[config.mk]
export PLATFORM = sky130hd
export DESIGN_NAME = uart_rx
export DESIGN_NICKNAME = d
export VERILOG_FILES = /design/src/rtl/uart_pkg.sv /design/src/rtl/uart_baud_tick.sv /design/src/rtl/uart_rx.sv
export SDC_FILE = /design/constraint.sdc
export NUM_CORES = 1
export LEC_CHECK = 0
export BUFFER_PORTS_ARGS = -buffer_cell sky130_fd_sc_hd__buf_2
export CAP_MARGIN = 25
export CELL_PAD_IN_SITES_DETAIL_PLACEMENT = 2
export CELL_PAD_IN_SITES_GLOBAL_PLACEMENT = 2
export CORE_UTILIZATION = 30
export DETAILED_ROUTE_END_ITERATION = 8
export PLACE_DENSITY_LB_ADDON = 0.1
export SLEW_MARGIN = 20
export SYNTH_ARGS = -nofsm -noshare
export SYNTH_HDL_FRONTEND = slang
export SYNTH_SLANG_ARGS = --single-unit
[constraint.sdc]
create_clock -name clk -period 4.5 [get_ports clk]
set_input_delay 0.9 -clock clk [delete_from_list [all_inputs] [get_ports clk]]
set_output_delay 0.9 -clock clk [all_outputs]
set_load 0.005 [all_outputs]
[src/rtl/uart_pkg.sv]
// Shared UART definitions used by both the receiver and the transmitter:
// FSM state encodings, default oversampling ratio and divisor width.
package uart_pkg;

  localparam int DIV_W              = 16;
  localparam int OVERSAMPLE_DEFAULT = 16;

  typedef enum logic [2:0] {
    ST_IDLE   = 3'd0,
    ST_START  = 3'd1,
    ST_DATA   = 3'd2,
    ST_PARITY = 3'd3,
    ST_STOP   = 3'd4
  } uart_state_t;

endpackage

[src/rtl/uart_baud_tick.sv]
// Sample-tick generator: one-clk tick every divisor+1 clocks. A synchronous
// clear reloads the counter so the first tick lands divisor+1 clocks later.
module uart_baud_tick
  import uart_pkg::*;
(
  input  logic             clk,
  input  logic             rst_n,
  input  logic             clr,
  input  logic [DIV_W-1:0] divisor,
  output logic             tick
);

  logic [DIV_W-1:0] cnt_reg;

  always_ff @(posedge clk or negedge rst_n) begin
    if (!rst_n) begin
      cnt_reg <= '0;
    end else if (clr || cnt_reg == '0) begin
      cnt_reg <= divisor;
    end else begin
      cnt_reg <= cnt_reg - 1'b1;
    end
  end

  assign tick = ~clr & (cnt_reg == '0);

endmodule

[src/rtl/uart_rx.sv]
// UART receiver, 16x oversampled, mid-bit sampling, LSB first.
// Define UART_RX_PARITY_EN to add one parity bit (even/odd via parity_odd).
module uart_rx
  import uart_pkg::*;
#(
  parameter int DATA_BITS   = 8,
  parameter int OVERSAMPLE  = OVERSAMPLE_DEFAULT,
  parameter int SYNC_STAGES = 2
) (
  input  logic                 clk,
  input  logic                 rst_n,
  input  logic [DIV_W-1:0]     divisor,
  input  logic                 rx_en,
  input  logic                 serial_in,
  input  logic                 parity_odd,
  output logic [DATA_BITS-1:0] para_data_out,
  output logic                 rx_flag,
  output logic                 frame_err,
  output logic                 parity_err,
  output logic                 rx_busy
);

  localparam int SW = $clog2(OVERSAMPLE);
  localparam int BW = (DATA_BITS > 1) ? $clog2(DATA_BITS) : 1;
  localparam logic [SW-1:0] SAMPLE_MID  = SW'(OVERSAMPLE / 2 - 1);
  localparam logic [SW-1:0] SAMPLE_LAST = SW'(OVERSAMPLE - 1);
  localparam logic [BW-1:0] BIT_LAST    = BW'(DATA_BITS - 1);

  uart_state_t            state_reg, state_next;
  logic [SYNC_STAGES-1:0] sync_reg;
  logic                   line_prev_reg;
  logic [DIV_W-1:0]       div_latched_reg, div_sel;
  logic [SW-1:0]          scnt_reg, scnt_next;
  logic [BW-1:0]          bcnt_reg, bcnt_next;
  logic [DATA_BITS-1:0]   shift_reg, shift_next;
  logic [DATA_BITS-1:0]   data_reg, data_next;
  logic                   rx_flag_reg, rx_flag_next;
  logic                   frame_err_reg, frame_err_next;
  logic                   start_det, tick, line;

  assign line = sync_reg[SYNC_STAGES-1];

  // The divisor is captured at start detection; the tick generator sees the
  // live value only on that cycle so mid-frame changes wait for the next frame.
  assign div_sel = start_det ? divisor : div_latched_reg;

  uart_baud_tick u_tick (
    .clk     (clk),
    .rst_n   (rst_n),
    .clr     (start_det | ~rx_en),
    .divisor (div_sel),
    .tick    (tick)
  );

`ifdef UART_RX_PARITY_EN
  logic par_bad_reg, par_bad_next;
  logic parity_err_reg, parity_err_next;
`else
  logic unused_parity_odd;
  assign unused_parity_odd = parity_odd;
`endif

  always_ff @(posedge clk or negedge rst_n) begin
    if (!rst_n) begin
      state_reg       <= ST_IDLE;
      sync_reg        <= '1;
      line_prev_reg   <= 1'b1;
      div_latched_reg <= '0;
      scnt_reg        <= '0;
      bcnt_reg        <= '0;
      shift_reg       <= '0;
      data_reg        <= '0;
      rx_flag_reg     <= 1'b0;
      frame_err_reg   <= 1'b0;
`ifdef UART_RX_PARITY_EN
      par_bad_reg     <= 1'b0;
      parity_err_reg  <= 1'b0;
`endif
    end else begin
      state_reg       <= state_next;
      sync_reg        <= {sync_reg[SYNC_STAGES-2:0], serial_in};
      line_prev_reg   <= line;
      if (start_det) div_latched_reg <= divisor;
      scnt_reg        <= scnt_next;
      bcnt_reg        <= bcnt_next;
      shift_reg       <= shift_next;
      data_reg        <= data_next;
      rx_flag_reg     <= rx_flag_next;
      frame_err_reg   <= frame_err_next;
`ifdef UART_RX_PARITY_EN
      par_bad_reg     <= par_bad_next;
      parity_err_reg  <= parity_err_next;
`endif
    end
  end

  always_comb begin
    state_next     = state_reg;
    scnt_next      = scnt_reg;
    bcnt_next      = bcnt_reg;
    shift_next     = shift_reg;
    data_next      = data_reg;
    rx_flag_next   = 1'b0;
    frame_err_next = 1'b0;
    start_det      = 1'b0;
`ifdef UART_RX_PARITY_EN
    par_bad_next    = par_bad_reg;
    parity_err_next = 1'b0;
`endif
    if (!rx_en) begin
      state_next = ST_IDLE;
    end else begin
      case (state_reg)
        ST_IDLE: begin
          if (line_prev_reg && !line) begin
            start_det  = 1'b1;
            scnt_next  = '0;
            state_next = ST_START;
          end
        end
        ST_START: begin
          if (tick) begin
            if (scnt_reg == SAMPLE_MID) begin
              // A line that is high again at mid-start was only a glitch.
              scnt_next  = '0;
              bcnt_next  = '0;
              state_next = line ? ST_IDLE : ST_DATA;
            end else begin
              scnt_next = scnt_reg + 1'b1;
            end
          end
        end
        ST_DATA: begin
          if (tick) begin
            if (scnt_reg == SAMPLE_LAST) begin
              scnt_next  = '0;
              shift_next = {line, shift_reg[DATA_BITS-1:1]};
              if (bcnt_reg == BIT_LAST) begin
`ifdef UART_RX_PARITY_EN
                state_next = ST_PARITY;
`else
                state_next = ST_STOP;
`endif
              end else begin
                bcnt_next = bcnt_reg + 1'b1;
              end
            end else begin
              scnt_next = scnt_reg + 1'b1;
            end
          end
        end
`ifdef UART_RX_PARITY_EN
        ST_PARITY: begin
          if (tick) begin
            if (scnt_reg == SAMPLE_LAST) begin
              scnt_next    = '0;
              par_bad_next = line ^ (^shift_reg) ^ parity_odd;
              state_next   = ST_STOP;
            end else begin
              scnt_next = scnt_reg + 1'b1;
            end
          end
        end
`endif
        ST_STOP: begin
          if (tick) begin
            if (scnt_reg == SAMPLE_LAST) begin
              scnt_next  = '0;
              state_next = ST_IDLE;
              if (!line) begin
                frame_err_next = 1'b1;
`ifdef UART_RX_PARITY_EN
              end else if (par_bad_reg) begin
                parity_err_next = 1'b1;
`endif
              end else begin
                rx_flag_next = 1'b1;
                data_next    = shift_reg;
              end
            end else begin
              scnt_next = scnt_reg + 1'b1;
            end
          end
        end
        default: state_next = ST_IDLE;
      endcase
    end
  end

  assign para_data_out = data_reg;
  assign rx_flag       = rx_flag_reg;
  assign frame_err     = frame_err_reg;
  assign rx_busy       = (state_reg != ST_IDLE);
`ifdef UART_RX_PARITY_EN
  assign parity_err    = parity_err_reg;
`else
  assign parity_err    = 1'b0;
`endif

endmodule
==> flow_summary.toml, run 1 <==
[grt]
grt_max_degree = 39
grt_pass1_wl_mm = 11.3
antenna_found_initial = 0
grt_pass1_vias = 2268
grt_usage = 0.143
overflow = 0

[drt]
vias = 2069
drtAntennaViolNets = 0
dr.pass1.iters = 4
vias_per_cell = 4.88
wl_per_cell_um = 15.5
wl_mm = 6.56
drt-initial-drc-count = 34
drc = 0

[place]
place_worst_setup_slack_ns = 1.55
place.gp.congestion = 0.721
dp_hpwl_mm = 4.58
place_area_um2 = 3260
port_buffers = 30

[critical_path]
reg2reg_to = "para_data_out[7]"
r2r-start = "u_tick.cnt_reg[10]"
startpoint = "u_tick.cnt_reg[10]"
crit_required_ns = 4.72
crit_type = "reg2reg"
setup.reg_to_reg.worst_slack_ns = 1.65
r2r_cells = 5
slowest_delay_ns = 0.74
timing.critical_path.to = "para_data_out[7]"
critPathSlowestCell = "nor4_1"
arrival_ns = 3.07
path_cells = "nor4_1 -> nand4_1 -> nor3_2 -> and3_1 -> mux2_4"
end_kind = "flip-flop"
start_kind = "flip-flop"
critPathMaxFanout = 8

[sta]
fin_setup_tns_ns = 0
fin_ws_ns = 1.65
setup_viol = 0
rsz0062_at_grt = "no"
hold_ws_ns = 0.357
max_slew_margin = 0.441
tightest_slew_ns = 0.830
skew_ns = 0.0112
fin_crit_sh = 0.633
max_freq_mhz = 351
slew_viol_final = 0
min_period_ns = 2.85
final_hold_viol_count = 0

[logic_synthesis]
ys_types = 53
syn-num-nets = 279
post-synth-top-count-cell = "dfrtp_1"
synth_enable_flop_cells = 0
synth_area_leaders = "dfrtp_1 50%, mux2_2 9.1%, mux2_4 4.0%"
synth-seq-area-share = 0.530
synth_common_cells = "60 x dfrtp_1, 24 x mux2_2, 24 x nor2_1"
yosysTopAreaCell = "dfrtp_1"
ys_ff_latch = 63
avgSynthCellArea_um2 = 11.8
synth-main-ff-cell = "dfrtp_1"
syn_inst = 253
synth_warnings = 0
synth_area_um2 = 2980
synth_top_area_frac = 0.504
synthArstFlopShare = 1.00

[clock_tree]
cts_setup_buffers = 0
postCtsHoldBufs = 0
cts.clk_slew.worst_paths_ns = 0.08
cts.path.max_buffers = 2
cts_buffers = 9
cts_max_level = 3
numClockSinks = 63
post_cts_resized = 0
cts_tree = "built"
clock-root-buffer = "clkbuf_8"
clkLatencyLatePin_ns = 0.34

[layout]
design_area_um2 = 3510
drive_gt1_frac = 0.313
antenna_cells = 0
final_net_count = 312
syn_to_final_growth_pct = 17.7
fill_cells = 1024

[die]
die_y_um = 102
start_util = 0.308
design.core.area_um2 = 9680
die_area_um2 = 10300
die_w_um = 102
num_rows = 36
boundaryPins = 33

[run]
cap_violations = 0

[power_and_ir_drop]
power_density_nw_per_um2 = 428
p_leak_nw = 1.55
peakVddDrop_mv = 0.152

[run_status]
status = "finished, final reports clean"

[min_path]
hold_path_class = "reg2reg"
placed cells by master (no fill, tap or decap), types with 2 or more instances in the layout:
master and n:
o21ai_0 6, o22ai_1 2, mux2_4 8, o2bb2ai_1 2, mux2_2 24, and3_1 5, a31oi_1 5, inv_6 2
nand3_1 4, or4_1 2, dfstp_2 3, ha_1 5, o31ai_1 2, nor4_1 3, dfrtp_1 60, o31a_1 2
inv_1 4, nor3_1 4, xnor2_1 7, a21oi_1 17, xor2_1 7, bufinv_16 3, nor3b_1 4, clkbuf_8 9
buf_2 30, o21a_1 2, nor4b_1 3, or3_1 3, nor2_1 23, nor2_2 2, nand2b_1 3, buf_4 2
nand4_1 2, nand2_1 9
routing by layer:
layer | GRT usage | vias to the layer above | share of wire
li1 | - | 978 | -
met1 | 0.176 | 1057 | 0.46
met2 | 0.243 | 30 | 0.50
met3 | 0.0421 | 4 | 0.032
met4 | 0.0435 | 0 | 0.0061
met5 | 0 | - | 0
power by group:
group	internal, mW	switching (mW)	leakage (nW)
logic	0.0862	0.0950	0.628
registers	0.637	0.0514	0.795
clock network	0.377	0.253	0.126
area by class of cell:
cell class,count,area [µm²],share of cell area
sequential,63,1580,0.451
multi-input combinational,176,1330,0.379
tap,133,166,0.0474
timing repair buffer,32,165,0.0471
clock inverter,7,128,0.0364
clock buffer,9,124,0.0353
inverter,4,15.0,0.00428
worst max-delay path, delay by kind of cell (launching register included):
kind             cells  cell delay [ns]
flip-flops           1             0.41
multiplexers         1             0.34
AND/OR/NAND/NOR      4             1.97
worst min-delay path by stage:
| stage | slack (ns) | startpoint | cells past startpoint | endpoint |
|---|---|---|---|---|
| floorplan | 0.35 | sync_reg[0] | 0 | sync_reg[1] |
| global placement | 0.35 | sync_reg[0] | 0 | sync_reg[1] |
| detailed placement | 0.35 | sync_reg[0] | 0 | sync_reg[1] |
| CTS | 0.36 | sync_reg[0] | 0 | sync_reg[1] |
| global route | 0.36 | sync_reg[0] | 0 | sync_reg[1] |
| finish | 0.36 | sync_reg[0] | 0 | sync_reg[1] |
kinds of logic after synthesis:
| family | Yosys count | share of synthesized area |
|---|---|---|
| AO/OA/AOI/OAI | 45 | 0.0982 |
| XOR/XNOR | 14 | 0.0411 |
| adder cells (fa/ha/maj) | 5 | 0.0210 |
| multiplexers | 33 | 0.134 |
| other | 1 | 0.00126 |
| AND/OR/NAND/NOR | 78 | 0.149 |
| buffers and inverters | 14 | 0.0248 |
| flip-flops | 63 | 0.530 |
metrics by stage:
stage | util | power (mW) | instances
5_1_grt | 0.362 | 1.59 | 424
2_1_floorplan | - | 0.821 | 253
3_5_place_dp | 0.336 | 0.888 | 408
3_3_place_gp | 0.336 | 0.878 | 408
4_1_cts | 0.362 | 1.53 | 424
6_report | 0.362 | 1.50 | 424
(Power assumes the default switching activity.)
==> run 2: changes to the inputs <==
ABC_AREA = 1   (was not set)
clock period = 2.9 ns   (was 4.5 ns; I/O delays follow)
==> run 2 against run 1 <==
  * Power is 80% higher
  * Clock skew is 0.0030 ns higher
  * Combinational power rose to 3.7 times the previous value
  * Hold slack worse by 0.16 ns
  * Synthesized area increased by 3.7%
  * Design area up 2.7%
  * Global-route usage rose by 1.4 points
  * Clock-buffer cell count increased by 1
  * Sequential cell count unchanged
  * Critical path type unchanged
  * Critical endpoint is now scnt_reg[0]
==> flow_summary.toml, run 2 <==
[drt]
vias_per_cell = 4.66
drtAntennaViolNets = 0
drc = 0
wl_per_cell_um = 13.9
dr.pass1.iters = 4
wl_mm = 7.70
vias = 2578
drt-initial-drc-count = 44

[die]
die_w_um = 104
boundaryPins = 33
num_rows = 36
die_area_um2 = 10700
start_util = 0.313
die_y_um = 104
design.core.area_um2 = 9860

[grt]
antenna_found_initial = 0
grt_usage = 0.158
grt_pass1_vias = 2796
grt_pass1_wl_mm = 13.3
grt_max_degree = 32
overflow = 0

[critical_path]
crit_required_ns = 3.15
start_kind = "flip-flop"
slowest_delay_ns = 0.38
cp_common_cell = "nand2_1"
end_kind = "flip-flop"
arrival_ns = 2.18
path_cells = "inv_1 -> ha_1 -> inv_1 -> nor2_1 -> nand2_1 -> nor2_1 -> nand3_2 -> o21ai_1 -> nand2_1 -> nand2_1 -> nand2_1"
critPathSlowestCell = "dfrtp_1"
critPathMaxFanout = 4
crit_type = "reg2reg"

[layout]
design_area_um2 = 3600
instances_no_fill = 553
fill_cells = 1163
syn_to_final_growth_pct = 16.6
final_net_count = 441
final_common_cell = "nand2_1"
layout_common_cells = "143 x nand2_1, 60 x dfrtp_1, 37 x inv_1"
drive_gt1_frac = 0.174
post-route-util = 0.365
antenna_cells = 0

[run_status]
status = "finished, final reports clean"

[clock_tree]
numClockSinks = 63
post_cts_resized = 0
cts_setup_buffers = 0
cts.path.max_buffers = 2
cts_tree = "built"
cts_buffers = 9
cts_max_level = 3
clock-root-buffer = "clkbuf_8"
clkLatencyLatePin_ns = 0.36
postCtsHoldBufs = 0
cts.clk_slew.worst_paths_ns = 0.07

[sta]
tightest_slew_ns = 0.526
max_slew_margin = 0.649
max_freq_mhz = 519
min_period_ns = 1.93
slew_viol_final = 0
rsz0062_at_grt = "no"
skew_ns = 0.0142
setup_viol = 0
fin_setup_tns_ns = 0
fin_crit_sh = 0.664
final_hold_viol_count = 0

[logic_synthesis]
synth_warnings = 0
synth_xor_area_frac = 0.0368
avgSynthCellArea_um2 = 8.18
syn-num-nets = 404
synth_area_um2 = 3090
ys_ff_latch = 63
synthArstFlopShare = 1.00
synth-seq-area-share = 0.511
yosys.area_share.simple = 0.302
synth_top_area_frac = 0.486
synth_compound_area_frac = 0.0623
synth_common_cells = "143 x nand2_1, 60 x dfrtp_1, 37 x inv_1"
muxShareOfSynthArea = 0
synth_enable_flop_cells = 0
post-synth-top-count-cell = "nand2_1"
synth_adder_area_share = 0.0202
ys_types = 29
syn_inst = 378
synth-main-ff-cell = "dfrtp_1"
yosysTopAreaCell = "dfrtp_1"
synth_area_leaders = "dfrtp_1 49%, nand2_1 17%, inv_1 4.5%"
synth_top_family_by_area = "simple AND/OR/NAND/NOR gates"

[power_and_ir_drop]
p_clk_frac = 0.315
p_leak_nw = 1.84
power_density_nw_per_um2 = 751
internal_power_mw = 1.78
peakVddDrop_mv = 0.297
switching_power_mw = 0.924
totalPowerFinal_mw = 2.70
switching_share = 0.342
comb_power_share = 0.251
seqPwrFrac = 0.434

[place]
place.gp.congestion = 0.756
dp_hpwl_mm = 5.55
place_area_um2 = 3390
port_buffers = 30
dp_cells = 537

[run]
cap_violations = 0

[min_path]
hold_path_class = "in2async"
[run 2: power groups by stage]
stage / combinational, mW / clock (mW) / sequential [mW]
4_1_cts: 0.704 / 0.892 / 1.18
2_1_floorplan: 0.508 / 0 / 1.16
3_3_place_gp: 0.659 / 0 / 1.19
5_1_grt: 0.791 / 0.919 / 1.20
3_5_place_dp: 0.690 / 0 / 1.19
6_report: 0.678 / 0.852 / 1.17
[run 2: worst paths after layout]
path                                         from          end  slack (ns)  depth (start not counted)
worst max-delay path            u_tick.cnt_reg[0]  scnt_reg[0]        0.97                         11
worst min-delay path                        rst_n  bcnt_reg[1]        0.20                          1
worst max register to register  u_tick.cnt_reg[0]  scnt_reg[0]        0.97                         11
worst min register to register        sync_reg[0]  sync_reg[1]        0.36                          0
max in group asynchronous                   rst_n  sync_reg[0]        2.08                          2
min in group clk                        serial_in  sync_reg[0]        0.33                          1
[run 2: through the flow]
| stage | hold slack (ns) | setup slack, ns |
|---|---|---|
| 2_1_floorplan | 0.284 | 1.32 |
| 3_3_place_gp | 0.359 | 1.02 |
| 3_5_place_dp | 0.360 | 0.958 |
| 4_1_cts | 0.189 | 0.969 |
| 5_1_grt | 0.208 | 0.798 |
| 6_report | 0.198 | 0.973 |
[run 2: worst max-delay path, delay by kind of cell (launching register included)]
family	cells	cell delay [ns]
AND/OR/NAND/NOR	7	0.73
flip-flops	1	0.38
AO/OA/AOI/OAI	1	0.33
adder cells (fa/ha/maj)	1	0.20
buffers and inverters	2	0.18
[run 2: cells by family (layout without fill, tap and decap cells)]
family	after synthesis	count (layout)
flops	63	63
simple gates	218	218
buf+inv	46	88
compound gates	32	32
xor+xnor	13	13
fa+ha+maj	5	5
other cells	1	1
[run 2: final cells by class]
cell class	instances	area, µm²	share of cell area
flip-flops and latches	63	1580	0.439
multi-input cells	269	1310	0.363
clock inverters	6	86.3	0.0240
well taps	133	166	0.0462
inverters	38	143	0.0396
clock buffers	10	128	0.0354
repair buffers	34	193	0.0535
[run 2: layer usage]
metal / vias up / GRT usage / part of all wire
li1: 1252 / - / -
met2: 26 / 0.284 / 0.53
met4: 0 / 0.0590 / 0.016
met3: 10 / 0.0396 / 0.030
met5: - / 0 / 0
met1: 1290 / 0.178 / 0.43
==> run 3: changes to the inputs <==
clock period = 2 ns   (was 2.9 ns; I/O delays follow)
==> run 3 against run 2 <==
  * Hold slack worse by 0.16 ns
  * Clock-buffer cell count is 1 lower
  * Clock skew is 0.0020 ns lower
  * Largest power group unchanged
==> flow_summary.toml, run 3 (synthesis gave the netlist of run 2 again) <==
[run_status]
status = "finished, final reports clean"

[clock_tree]
cts_buffers = 9
cts.path.max_buffers = 2
postCtsHoldBufs = 0
cts_max_level = 3
clkLatencyLatePin_ns = 0.35
clock-root-buffer = "clkbuf_8"
cts_tree = "built"
cts.clk_slew.worst_paths_ns = 0.08
numClockSinks = 63

[drt]
dr.pass1.iters = 4
drt-initial-drc-count = 59
vias = 2565
drc = 0
wl_mm = 8.01
vias_per_cell = 4.60
wl_per_cell_um = 14.4
drtAntennaViolNets = 0

[power_and_ir_drop]
totalPowerFinal_mw = 3.99
switching_power_mw = 1.38
p_leak_nw = 1.87
p_clk_frac = 0.318
comb_power_share = 0.255
switching_share = 0.346
peakVddDrop_mv = 0.353
power_density_nw_per_um2 = 1090
seqPwrFrac = 0.427
internal_power_mw = 2.61

[grt]
grt_pass1_wl_mm = 13.6
overflow = 0
antenna_found_initial = 0
grt_pass1_vias = 2873
grt_max_degree = 64
grt_usage = 0.161

[place]
port_buffers = 30
place.gp.congestion = 0.735
dp_hpwl_mm = 5.46

[critical_path]
crit_required_ns = 2.25
r2r_cells = 11
arrival_ns = 2.09
critPathMaxFanout = 8
end_kind = "flip-flop"
reg2reg_to = "para_data_out[0]"
setup.reg_to_reg.worst_slack_ns = 0.16
crit_type = "reg2reg"
start_kind = "flip-flop"
r2r-start = "u_tick.cnt_reg[1]"

[layout]
syn_to_final_growth_pct = 18.8
final_common_cell = "nand2_1"
layout_common_cells = "143 x nand2_1, 60 x dfrtp_1, 36 x inv_1"
final_net_count = 446
antenna_cells = 0
drive_gt1_frac = 0.195

[die]
start_util = 0.313
design.core.area_um2 = 9860
die_y_um = 104
die_area_um2 = 10700
boundaryPins = 33
die_w_um = 104
num_rows = 36

[sta]
final_hold_viol_count = 0
fin_crit_sh = 0.920
max_freq_mhz = 543
fin_setup_tns_ns = 0
min_period_ns = 1.84
rsz0062_at_grt = "no"
skew_ns = 0.0122
setup_viol = 0
slew_viol_final = 0

[min_path]
hold_path_class = "in2async"

[run]
cap_violations = 0
==> run 3: cell types whose count changed in the layout (fill, tap and decap cells not counted), sizes merged <==
cell,change
clkinv,+1
buf,+4
clkbuf,-1
clkinvlp,-1
nand3,+1
inv,+1
==> run 3: repair_timing <==
item,CTS,global route
gates resized for setup,0,6
setup endpoints to repair,0,20
endpoints found under the hold margin,0,0
buffers inserted,0,2
==> run 3: how the worst max path moves through the flow <==
stage | cells past startpoint | start | slack (ns) | endpoint
2_1_floorplan | 12 | u_tick.cnt_reg[0] | 0.42 | para_data_out[5]
3_3_place_gp | 11 | u_tick.cnt_reg[0] | 0.21 | para_data_out[6]
4_1_cts | 11 | u_tick.cnt_reg[0] | 0.13 | para_data_out[3]
3_5_place_dp | 9 | u_tick.cnt_reg[0] | 0.19 | shift_reg[6]
6_report | 11 | u_tick.cnt_reg[1] | 0.16 | para_data_out[0]
5_1_grt | 11 | u_tick.cnt_reg[0] | 0.02 | para_data_out[3]
==> run 3: metal layers <==
metal | GRT usage | wire (µm) | vias to the layer above | share of wire
met3 | 0.0327 | 168 | 9 | 0.021
met2 | 0.297 | 4370 | 23 | 0.54
met5 | 0 | 0 | - | 0
met1 | 0.182 | 3370 | 1271 | 0.42
li1 | - | - | 1262 | -
met4 | 0.0590 | 106 | 0 | 0.013
==> run 3: power groups by stage <==
| stage | logic, mW | clock network (mW) | registers, mW |
|---|---|---|---|
| final | 1.02 | 1.27 | 1.71 |
| after global routing | 1.19 | 1.37 | 1.74 |
| after CTS | 1.04 | 1.31 | 1.71 |
| after detailed placement | 1.02 | 0 | 1.73 |
| after global placement | 0.976 | 0 | 1.72 |
| after floorplan | 0.736 | 0 | 1.68 |
==> run 3: critical path, cell delays in order, from the launching register on <==
cell	delay, ns
dfrtp_1	0.39
inv_1	0.10
ha_2	0.20
inv_1	0.04
nor2_1	0.09
nand2_1	0.06
nor2_1	0.11
nand3_2	0.13
nor2_4	0.24
nand3_4	0.20
nand2_1	0.11
nand2_1	0.05
==> run 3: cell type report <==
| class | count | area, µm² |
|---|---|---|
| Clock buffer | 9 | 124 |
| Tap cell | 133 | 166 |
| Sequential cell | 63 | 1580 |
| Fill cell | 1134 | 6190 |
| Inverter | 38 | 143 |
| Multi-Input combinational cell | 270 | 1340 |
| Clock inverter | 7 | 96.3 |
| Timing Repair Buffer | 38 | 223 |
==> run 3: stage by stage <==
| stage | utilization | setup slack, ns | hold WS [ns] | cells | area (µm²) |
|---|---|---|---|---|---|
| final | 0.372 | 0.159 | 0.0380 | 558 | 3670 |
| after CTS | 0.367 | 0.126 | 0.0636 | 555 | 3620 |
| after detailed placement | 0.345 | 0.188 | 0.358 | 539 | 3400 |
| after global routing | 0.372 | 0.0189 | 0.0764 | 558 | 3670 |
| after floorplan | - | 0.417 | 0.104 | 378 | 3090 |
| after global placement | 0.345 | 0.213 | 0.357 | 539 | 3400 |
